**src/rtl/fast_pkg.sv**
```systemverilog
// Shared types and default geometry for the FAST corner frame sequencer.
//   IMG_COL_DEF/IMG_ROW_DEF/PIXEL_WIDTH_DEF/COORD_W_DEF : default frame geometry
//   seq_state_t : sequencer state encoding
//   corner_t    : one captured corner coordinate pair {y, x}
package fast_pkg;

  localparam int unsigned IMG_COL_DEF     = 640;
  localparam int unsigned IMG_ROW_DEF     = 480;
  localparam int unsigned PIXEL_WIDTH_DEF = 8;
  localparam int unsigned COORD_W_DEF     = 10;

  typedef enum logic [1:0] {
    IDLE,
    FETCH,
    DRAIN,
    DONE
  } seq_state_t;

  typedef struct packed {
    logic [COORD_W_DEF-1:0] y;
    logic [COORD_W_DEF-1:0] x;
  } corner_t;

endpackage

```
**src/rtl/fast_corner_fifo.sv**
```systemverilog
// Synchronous FIFO of corner_t entries.
// Ports:
//   clk, rst        : clock, synchronous active-high reset
//   flush           : empties the FIFO (contents become unreachable)
//   push, wdata     : write request and entry; ignored when full unless popping
//   pop             : remove head entry (ignored when empty)
//   head            : head entry, read combinationally from storage
//   full, empty     : status flags
//   level           : number of stored entries
module fast_corner_fifo
  import fast_pkg::*;
#(
  parameter int unsigned DEPTH = 16
) (
  input  logic                     clk,
  input  logic                     rst,
  input  logic                     flush,
  input  logic                     push,
  input  logic                     pop,
  input  corner_t                  wdata,
  output corner_t                  head,
  output logic                     full,
  output logic                     empty,
  output logic [$clog2(DEPTH):0]   level
);

  localparam int unsigned PW = $clog2(DEPTH);
  localparam logic [PW:0] FULL_LVL = (PW+1)'(DEPTH);

  corner_t     mem [DEPTH];
  logic [PW:0] wr_ptr;
  logic [PW:0] rd_ptr;
  logic        do_push;
  logic        do_pop;

  // Extra pointer bit distinguishes full from empty; wraps modulo 2*DEPTH.
  assign level   = wr_ptr - rd_ptr;
  assign empty   = (wr_ptr == rd_ptr);
  assign full    = (level == FULL_LVL);
  assign do_pop  = pop && !empty;
  // A pop frees the slot the write lands in, so push+pop while full is legal.
  assign do_push = push && (!full || do_pop);
  assign head    = mem[rd_ptr[PW-1:0]];

  always_ff @(posedge clk) begin
    if (rst) begin
      wr_ptr <= '0;
      rd_ptr <= '0;
      mem    <= '{default: '0};
    end else if (flush) begin
      wr_ptr <= '0;
      rd_ptr <= '0;
    end else begin
      if (do_push) begin
        mem[wr_ptr[PW-1:0]] <= wdata;
        wr_ptr              <= wr_ptr + 1'b1;
      end
      if (do_pop) begin
        rd_ptr <= rd_ptr + 1'b1;
      end
    end
  end

endmodule

```
**src/rtl/fast_frame_sequencer.sv**
```systemverilog
// Frame-level controller for the FAST_with_NMS corner core: streams one frame
// from pixel RAM into the core, flushes the core's line buffers with zeros,
// and queues reported corners for a valid/ready consumer.
// Optional feature macro: FAST_SEQ_CORNER_CNT_EN adds corner_count[19:0].
// Ports:
//   clk, rst                  : clock, synchronous active-high reset
//   start / busy / done       : frame handshake
//   mem_rd_en/mem_addr/mem_rdata : synchronous pixel RAM (1-cycle read latency)
//   core_ce/core_data         : FAST core enable and pixel
//   core_iscorner/core_x/core_y : corner report from the core
//   crn_valid/crn_ready/crn_x/crn_y : corner FIFO drain port
//   overflow                  : sticky, a corner was dropped this frame
//   corner_count              : corners offered this frame (macro only)
module fast_frame_sequencer
  import fast_pkg::*;
#(
  parameter int unsigned IMG_COL        = IMG_COL_DEF,
  parameter int unsigned IMG_ROW        = IMG_ROW_DEF,
  parameter int unsigned PIXEL_WIDTH    = PIXEL_WIDTH_DEF,
  parameter int unsigned COORD_W        = COORD_W_DEF,
  parameter int unsigned ADDR_W         = 19,
  parameter int unsigned DRAIN_CYCLES   = 4*IMG_COL+8,
  parameter int unsigned CRN_FIFO_DEPTH = 16
) (
  input  logic                   clk,
  input  logic                   rst,
  input  logic                   start,
  output logic                   busy,
  output logic                   done,
  output logic                   mem_rd_en,
  output logic [ADDR_W-1:0]      mem_addr,
  input  logic [PIXEL_WIDTH-1:0] mem_rdata,
  output logic                   core_ce,
  output logic [PIXEL_WIDTH-1:0] core_data,
  input  logic                   core_iscorner,
  input  logic [COORD_W-1:0]     core_x,
  input  logic [COORD_W-1:0]     core_y,
  output logic                   crn_valid,
  input  logic                   crn_ready,
  output logic [COORD_W-1:0]     crn_x,
  output logic [COORD_W-1:0]     crn_y,
  output logic                   overflow
`ifdef FAST_SEQ_CORNER_CNT_EN
  ,
  output logic [19:0]            corner_count
`endif
);

  localparam int unsigned NPIX    = IMG_COL * IMG_ROW;
  localparam int unsigned DRAIN_W = $clog2(DRAIN_CYCLES + 1);
  localparam logic [ADDR_W-1:0]  LAST_ADDR  = ADDR_W'(NPIX - 1);
  localparam logic [DRAIN_W-1:0] LAST_DRAIN = DRAIN_W'(DRAIN_CYCLES);
  localparam int unsigned LVL_W   = $clog2(CRN_FIFO_DEPTH) + 1;

  seq_state_t         state;
  logic [DRAIN_W-1:0] drain_cnt;
  logic               pix_valid;
  logic               accept;
  logic               push;
  logic               pop;
  logic               drop;
  corner_t            wdata;
  corner_t            head;
  logic               crn_full;
  logic               crn_empty;
  logic [LVL_W-1:0]   crn_level;

  assign accept = (state == IDLE) && start;
  assign push   = busy && core_iscorner;
  assign pop    = !crn_empty && crn_ready;
  assign drop   = push && crn_full && !pop;
  assign wdata  = '{y: COORD_W_DEF'(core_y), x: COORD_W_DEF'(core_x)};

  // The RAM output is already a register; gating it with the delayed read
  // strobe keeps pixel k on the core one cycle after its address, and forces
  // zeros once the reads stop (drain) or in idle.
  assign core_data = pix_valid ? mem_rdata : '0;

  assign crn_valid = (crn_level != '0);
  assign crn_x     = COORD_W'(head.x);
  assign crn_y     = COORD_W'(head.y);

  // Sequencer FSM with registered outputs.
  always_ff @(posedge clk) begin
    if (rst) begin
      state     <= IDLE;
      busy      <= 1'b0;
      done      <= 1'b0;
      mem_rd_en <= 1'b0;
      mem_addr  <= '0;
      core_ce   <= 1'b0;
      pix_valid <= 1'b0;
      drain_cnt <= '0;
      overflow  <= 1'b0;
    end else begin
      pix_valid <= mem_rd_en;
      case (state)
        IDLE: begin
          if (start) begin
            state     <= FETCH;
            busy      <= 1'b1;
            mem_rd_en <= 1'b1;
            mem_addr  <= '0;
            overflow  <= 1'b0;
          end
        end
        FETCH: begin
          core_ce <= 1'b1;
          if (mem_addr == LAST_ADDR) begin
            state     <= DRAIN;
            mem_rd_en <= 1'b0;
            mem_addr  <= '0;
            drain_cnt <= '0;
          end else begin
            mem_addr <= mem_addr + 1'b1;
          end
        end
        DRAIN: begin
          // First drain cycle still carries the last real pixel.
          if (drain_cnt == LAST_DRAIN) begin
            state   <= DONE;
            core_ce <= 1'b0;
            done    <= 1'b1;
          end else begin
            drain_cnt <= drain_cnt + 1'b1;
          end
        end
        DONE: begin
          state <= IDLE;
          done  <= 1'b0;
          busy  <= 1'b0;
        end
        default: state <= IDLE;
      endcase
      if (drop) begin
        overflow <= 1'b1;
      end
    end
  end

`ifdef FAST_SEQ_CORNER_CNT_EN
  // Counts every offered corner, dropped or not; saturates.
  always_ff @(posedge clk) begin
    if (rst || accept) begin
      corner_count <= '0;
    end else if (push && (corner_count != '1)) begin
      corner_count <= corner_count + 1'b1;
    end
  end
`endif

  fast_corner_fifo #(
    .DEPTH (CRN_FIFO_DEPTH)
  ) u_fifo (
    .clk   (clk),
    .rst   (rst),
    .flush (accept),
    .push  (push),
    .pop   (pop),
    .wdata (wdata),
    .head  (head),
    .full  (crn_full),
    .empty (crn_empty),
    .level (crn_level)
  );

endmodule

```
**config.mk**
```make
export PLATFORM = sky130hd
export DESIGN_NAME = fast_frame_sequencer
export DESIGN_NICKNAME = d
export VERILOG_FILES = /design/src/rtl/fast_pkg.sv /design/src/rtl/fast_corner_fifo.sv /design/src/rtl/fast_frame_sequencer.sv
export SDC_FILE = /design/constraint.sdc
export NUM_CORES = 1
export LEC_CHECK = 0
export ABC_AREA = 1
export BUFFER_PORTS_ARGS = -buffer_cell sky130_fd_sc_hd__buf_2
export CELL_PAD_IN_SITES_DETAIL_PLACEMENT = 1
export CELL_PAD_IN_SITES_GLOBAL_PLACEMENT = 1
export CORE_MARGIN = 1
export CORE_UTILIZATION = 49
export CTS_BUF_LIST = sky130_fd_sc_hd__clkbuf_4
export DETAILED_ROUTE_END_ITERATION = 8
export PLACE_DENSITY = 0.94
export SETUP_SLACK_MARGIN = 0.1
export SYNTH_ARGS = -nofsm -noshare
export SYNTH_HDL_FRONTEND = slang
export SYNTH_HIERARCHICAL = 1
export SYNTH_SLANG_ARGS = --single-unit
export TNS_END_PERCENT = 1
```
**constraint.sdc**
```tcl
create_clock -name clk -period 4.17 [get_ports clk]
set_input_delay 0 -clock clk [delete_from_list [all_inputs] [get_ports clk]]
set_output_delay 0 -clock clk [all_outputs]
set_load 0.01 [all_outputs]
```
# Yosys cells after proc, flatten, opt, wreduce, memory -nomap -nowiden
# Cells that the tools add are included.
dict set report totals {
  ff_bits 369
  in_bits 33
  output_inout_bits 53
  word_cells 123
}
dict set report op_classes {
  n_addsub 5
  magnitude_cmp 3
  n_eq_ne 11
  mux 28
  bitwise_logic 3
  n_reduce_logical 30
}
# op n
set op_table {}
lappend op_table {{$bwmux W320} 1}
lappend op_table {{$bmux W20 S4} 1}
lappend op_table {{$demux W20 S4} 1}
lappend op_table {{$mux W20} 3}
lappend op_table {{$mux W19} 2}
lappend op_table {{$pmux W19 S2} 1}
lappend op_table {{$mux W12} 2}
lappend op_table {{$pmux W12 S2} 1}
lappend op_table {{$add A19 B1 Y19 const B} 1}
lappend op_table {{$eq A19 B19 Y1 const B} 1}
lappend op_table {{$add A12 B1 Y12 const B} 1}
lappend op_table {{$eq A12 B12 Y1 const B} 1}
lappend op_table {{$reduce_and A2 Y1} 6}
lappend op_table {{$reduce_bool A2 Y1} 6}
lappend op_table {{$add A5 B1 Y5 const B} 2}
lappend op_table {{$ge A5 B5 Y1 const B} 2}
lappend op_table {{$not A4 Y5} 2}
lappend op_table {{$reduce_and A3 Y1} 3}
lappend op_table {{$logic_and A1 B1 Y1} 8}
lappend op_table {{$mux W8} 1}
lappend op_table {{$ne A2 B2 Y1 const B} 4}
lappend op_table {{$pmux W1 S2} 4}
lappend op_table {{$pmux W2 S4} 1}
lappend op_table {{$mux W1} 7}
lappend op_table {{13 further kinds} 18}

# Logic depth before layout (Yosys ltp)
dict set report depth {
  ltp_word 7
  ltp_mapped 17
  ltp_nobuf 15
}

# Cells and area by module
# The synthesis kept the hierarchy.
# module n_inst cells_each area_each_um2 seq_area_each_um2
set by_module_without_submodules {}
lappend by_module_without_submodules {fast_corner_fifo 1 2700 16495.8 6606.3}
lappend by_module_without_submodules {fast_frame_sequencer 1 357 2329.7 780.7}

# Worst setup path before layout
# No wires, ideal clock.
dict set report synth_timing {
  path_type {reg-to-reg}
  from {register u_fifo.rd_ptr[1]}
  to {register u_fifo/mem[149] (netlist bit)}
  setup_time_ns 0.113
  arrival_ns 2.470
  t_required_ns 4.057
  slack_ns 1.587
  stages_incl_launch_ff 18
  n_path_buf 4
  period_less_slack_ns 2.583
  path_cell_list {dfxtp_1 > clkbuf_1 > inv_2 > buf_1 > ha_1 > inv_1 > nor3_1 > nand2_1 > inv_1 > nor2_1 > nand2_2 > nand3_2 > buf_6 > nand4_2 > buf_2 > nand2_1 > nand2_1 > nor2_1}
}
dict set report synth_between {
  elab_chain_len 7
  elab_cells_between_ends 10
  classes_between {1 x add/sub; 2 x eq/ne; 7 x reduce/logical}
}
# element line
set synth_lines {}
lappend synth_lines {{start: declaration} fast_corner_fifo.sv:32} ;# logic [PW:0] rd_ptr;
lappend synth_lines {{start signal: assignment} fast_corner_fifo.sv:59} ;# rd_ptr <= rd_ptr + 1'b1;
lappend synth_lines {{$eq A5 B5 Y1} fast_corner_fifo.sv:38} ;# assign empty = (wr_ptr == rd_ptr);
lappend synth_lines {{net crn_empty} fast_frame_sequencer.sv:65} ;# logic crn_empty;
lappend synth_lines {{$logic_not A1 Y1} fast_frame_sequencer.sv:70} ;# assign pop = !crn_empty && crn_ready;
lappend synth_lines {{$logic_and A1 B1 Y1} fast_frame_sequencer.sv:70}
lappend synth_lines {{net pop} fast_frame_sequencer.sv:60} ;# logic pop;
lappend synth_lines {{$logic_and A1 B1 Y1} fast_corner_fifo.sv:40} ;# assign do_pop = pop && !empty;
lappend synth_lines {{$logic_or A1 B1 Y1} fast_corner_fifo.sv:42} ;# assign do_push = push && (!full || do_pop);
lappend synth_lines {{$logic_and A1 B1 Y1} fast_corner_fifo.sv:42}
lappend synth_lines {{$reduce_and A2 Y1 (no source line)} --}
lappend synth_lines {{end signal: indexed assignment} fast_corner_fifo.sv:55} ;# mem[wr_ptr[PW-1:0]] <= wdata;
lappend synth_lines {{end: declaration} fast_corner_fifo.sv:30} ;# corner_t mem [DEPTH];
# The timed path passes the listed nets, and every way through them passes these cells.
# A chain may end at the register's enable or synchronous reset.

# Worst setup path in the final report
dict set report layout_timing {
  from {register u_fifo.rd_ptr[0]}
  to {output port crn_y[2]}
}
dict set report layout_between {
  elab_chain_len 4
}
# element line
set layout_lines {}
lappend layout_lines {{$not A4 Y5 (implied by the code)} fast_corner_fifo.sv:43} ;# assign head = mem[rd_ptr[PW-1:0]];
lappend layout_lines {{$bmux W20 S4} fast_corner_fifo.sv:43}
lappend layout_lines {{$mux W20 (implied by the code) (2 in series)} fast_corner_fifo.sv:43}
lappend layout_lines {{end: declaration} fast_frame_sequencer.sv:41} ;# output logic [COORD_W-1:0] crn_y,
# No other way between the ends. The select of a mux whose other input is x is not followed.

==> flow_metrics.tcl <==
set metrics [dict create \
    run_status "finished, final reports clean" \
    die_h_um 198.0 \
    period_needed_ns 3.958 \
    count_of_yosys_warnings_during_synthesis 6 \
    worst-slew-pin-transition_ns 1.275 \
    number_of_synthesized_flops_with_an_enable_pin 0 \
    crit_path_max_fanout 80 \
    category_of_the_most_critical_setup_path "flip-flop to output port" \
    detailedPlacementHpwl_um 37970 \
    fin_nets 3139 \
    via_count_of_the_first_global_routing_pass 22790 \
    floorplan.die_area_um2 39210 \
    antenna_found_initial 5 \
    critPathCaptureType "output port" \
    ant_nets 0 \
    report.final.hold_viol_count 0 \
    drc 0 \
    layout-drive-gt1-share_pct 10.20 \
    clock_latency_ns 0.87 \
    start_util_pct 49.86 \
    finalWeightedCongestion 0.8188 \
    kind_of_start_point_of_the_critical_path "flip-flop" \
    htree_levels 3 \
    synth_async_sr_flop_share_pct 0 \
    min_path_type "input pin to flip-flop" \
    number_of_rows_in_the_core_area 71 \
    cts_post_setup_buffers_inserted 0 \
    grt_max_degree 149 \
    count_of_state_elements_after_synthesis 369 \
    grt_first_pass_wirelength_um 119100 \
    synth_fp_nets 3107 \
    setup_viol 0 \
    cts_tree "done" \
    leftover_overflow_at_the_end_of_global_routing 0 \
    netlist_top_cells_area "sky130_fd_sc_hd__dfxtp_1, sky130_fd_sc_hd__nand2_1, sky130_fd_sc_hd__nor2_1, sky130_fd_sc_hd__inv_1, sky130_fd_sc_hd__a21oi_1" \
    grt_setup_unrepaired "false" \
    core-area_um2 37760 \
    timing_max_transition_violations_final 0 \
    worst_clock_skew_ns 0.09431 \
    max-clock-path-buffers 3 \
    io_buffers 85 \
    period_share_pct 94.93 \
    wirelength_um 76290 \
    vdd_drop_max_v 0.0002735 \
    cts.root.buffer_cell "sky130_fd_sc_hd__clkbuf_4" \
    synth_area_per_cell_um2 6.158 \
    vias 21060 \
    ioPinCount 86 \
    syn_inst 3057 \
    power_per_cell_area_nw_per_um2 396.8 \
    cts.clk_slew.worst_paths_ns 0.06 \
    wl_per_cell_um 20.73 \
    cp_data_arrival_time_ns 3.96 \
    area_growth_from_synthesis_to_layout_pct 10.68 \
    required_ns 4.17 \
    tritoncts.num_buffers 101 \
    fin_cells 3680 \
    total_leakage_power_nw 10.86 \
    synth_top_cell_area_share_pct 39.24 \
    synthFlopType "sky130_fd_sc_hd__dfxtp_1" \
    routed_via_density 5.723 \
    synth-seq-area-share_pct 39.24 \
    mappedNetlistArea_um2 18830 \
    synth.distinct_cells 38 \
    netlist.top_cell.by_area "sky130_fd_sc_hd__dfxtp_1" \
    die_w_um 198.0 \
    tritoncts_num_sinks 369 \
    max_freq_mhz 252.6 \
    relSlewSlack_pct 14.90 \
    setup_total_negative_slack_ns 0 \
    dp_cells 3472 \
    drtIter0Drc 1826 \
    max_cap_violations 0 \
    track_usage_pct 38.80 \
    detail_route.first_pass.iterations 5 \
]
[cells in the mapped netlist (9+ instances only)]
cell type / number
sky130_fd_sc_hd__nand3_1: 96
sky130_fd_sc_hd__buf_1: 23
sky130_fd_sc_hd__nor3_1: 19
sky130_fd_sc_hd__buf_2: 83
sky130_fd_sc_hd__clkbuf_1: 102
sky130_fd_sc_hd__nand4_1: 11
sky130_fd_sc_hd__nand2_1: 754
sky130_fd_sc_hd__ha_1: 16
sky130_fd_sc_hd__dfxtp_1: 369
sky130_fd_sc_hd__a21oi_1: 227
sky130_fd_sc_hd__or3b_1: 20
sky130_fd_sc_hd__o21ai_0: 175
sky130_fd_sc_hd__nand4_2: 9
sky130_fd_sc_hd__nor2_1: 701
sky130_fd_sc_hd__inv_1: 397
[critical path, stage by stage, from the launching register on]
cell and delay (ns):
sky130_fd_sc_hd__dfxtp_4 0.35, sky130_fd_sc_hd__buf_4 0.66, sky130_fd_sc_hd__inv_4 0.51, sky130_fd_sc_hd__buf_4 0.39, sky130_fd_sc_hd__o21ai_0 0.23, sky130_fd_sc_hd__nand3_1 0.13
sky130_fd_sc_hd__nand3_1 0.12, sky130_fd_sc_hd__or3b_1 0.51, sky130_fd_sc_hd__buf_2 0.21
[final timing paths]
check                    from               to  slack [ns]  cells after the start
min reg2reg         mem_rd_en        pix_valid        0.46                      2
max reg2reg  u_fifo/wr_ptr[0]  u_fifo/mem[174]        0.31                     15
min                     start             busy        0.08                      5
max          u_fifo/rd_ptr[0]         crn_y[2]        0.21                      8
[placed cells by master, fill, tap and decap left out, drive strengths merged]
cell         count
o21ai          177
clkbuf         159
or2              3
a21oi          227
nand4           21
nand2          764
xor2             6
dlygate4sd3     25
xnor2            1
fa               1
buf            118
nand3           99
dfxtp          369
inv            405
or3b            20
o22ai            1
clkinv          18
ha              16
nand3b           1
o31ai            1
nor3            19
nor2           709
nor3b            2
o221ai           1
o211ai           1
clkinvlp         2
diode            3
[flip-flops by register name, summed over array words and instances (netlist names)]
name / flops
done: 1
u_fifo/mem: 320
busy: 1
mem_addr: 19
drain_cnt: 12
overflow: 1
pix_valid: 1
u_fifo/wr_ptr: 5
mem_rd_en: 1
core_ce: 1
u_fifo/rd_ptr: 5
state: 2
[per-layer routing]
| metal | GRT usage [%] | wire length [µm] | vias up |
|---|---|---|---|
| met2 | 65.87 | 36340 | 1122 |
| met5 | 0 | 17 | - |
| met4 | 29.72 | 5448 | 4 |
| met1 | 42.08 | 28430 | 10150 |
| li1 | - | - | 9362 |
| met3 | 8.789 | 6056 | 427 |
[repair_timing]
item | CTS | global route
endpoints found under the hold margin | 352 | 0
resized for setup | 0 | 1
endpoints found under the setup margin | 0 | 1
hold buffers | 25 | 0
[kinds of logic after synthesis]
| family | synth area share, % |
|---|---|
| adder cells (fa/ha/maj) | 1.170 |
| flip-flops | 39.24 |
| AND/OR/NAND/NOR | 35.27 |
| buffers and inverters | 13.08 |
| XOR/XNOR | 0.3257 |
| AO/OA/AOI/OAI | 10.92 |
[stage by stage]
step / hold slack, ns / instance area [µm²] / total power, mW / util (%) / setup slack (ns)
final: 0.08326 / 20840 / 8.268 / 55.19 / 0.2116
after global routing: 0.1126 / 20840 / 8.628 / 55.19 / 0.1121
after CTS: 0.02821 / 20830 / 8.232 / 55.16 / 0.2903
after detailed placement: 0.2733 / 19280 / 4.799 / 51.08 / 0.8066
after global placement: 0.2675 / 19280 / 4.740 / 51.08 / 1.010
after floorplan: 0.09802 / 18830 / 4.511 / - / 1.587
[power breakdown]
group	total, mW	internal (mW)	leakage, nW	switching, mW
logic	1.12	0.320	7.12	0.798
clock network	3.47	1.72	0.767	1.75
registers	3.68	3.61	2.98	0.0714
[final cells by class]
cell class                 instances  area [µm²]
timing repair buffer             143        1002
inverter                         404        1526
tap                              511       639.4
sequential                       369        7395
clock inverter                    21       96.34
multi-input combinational       2070        8976
fill                            5305       16920
antenna                            3       7.507
clock buffer                     159        1194
Note: power is estimated with default switching activity, not from simulation.
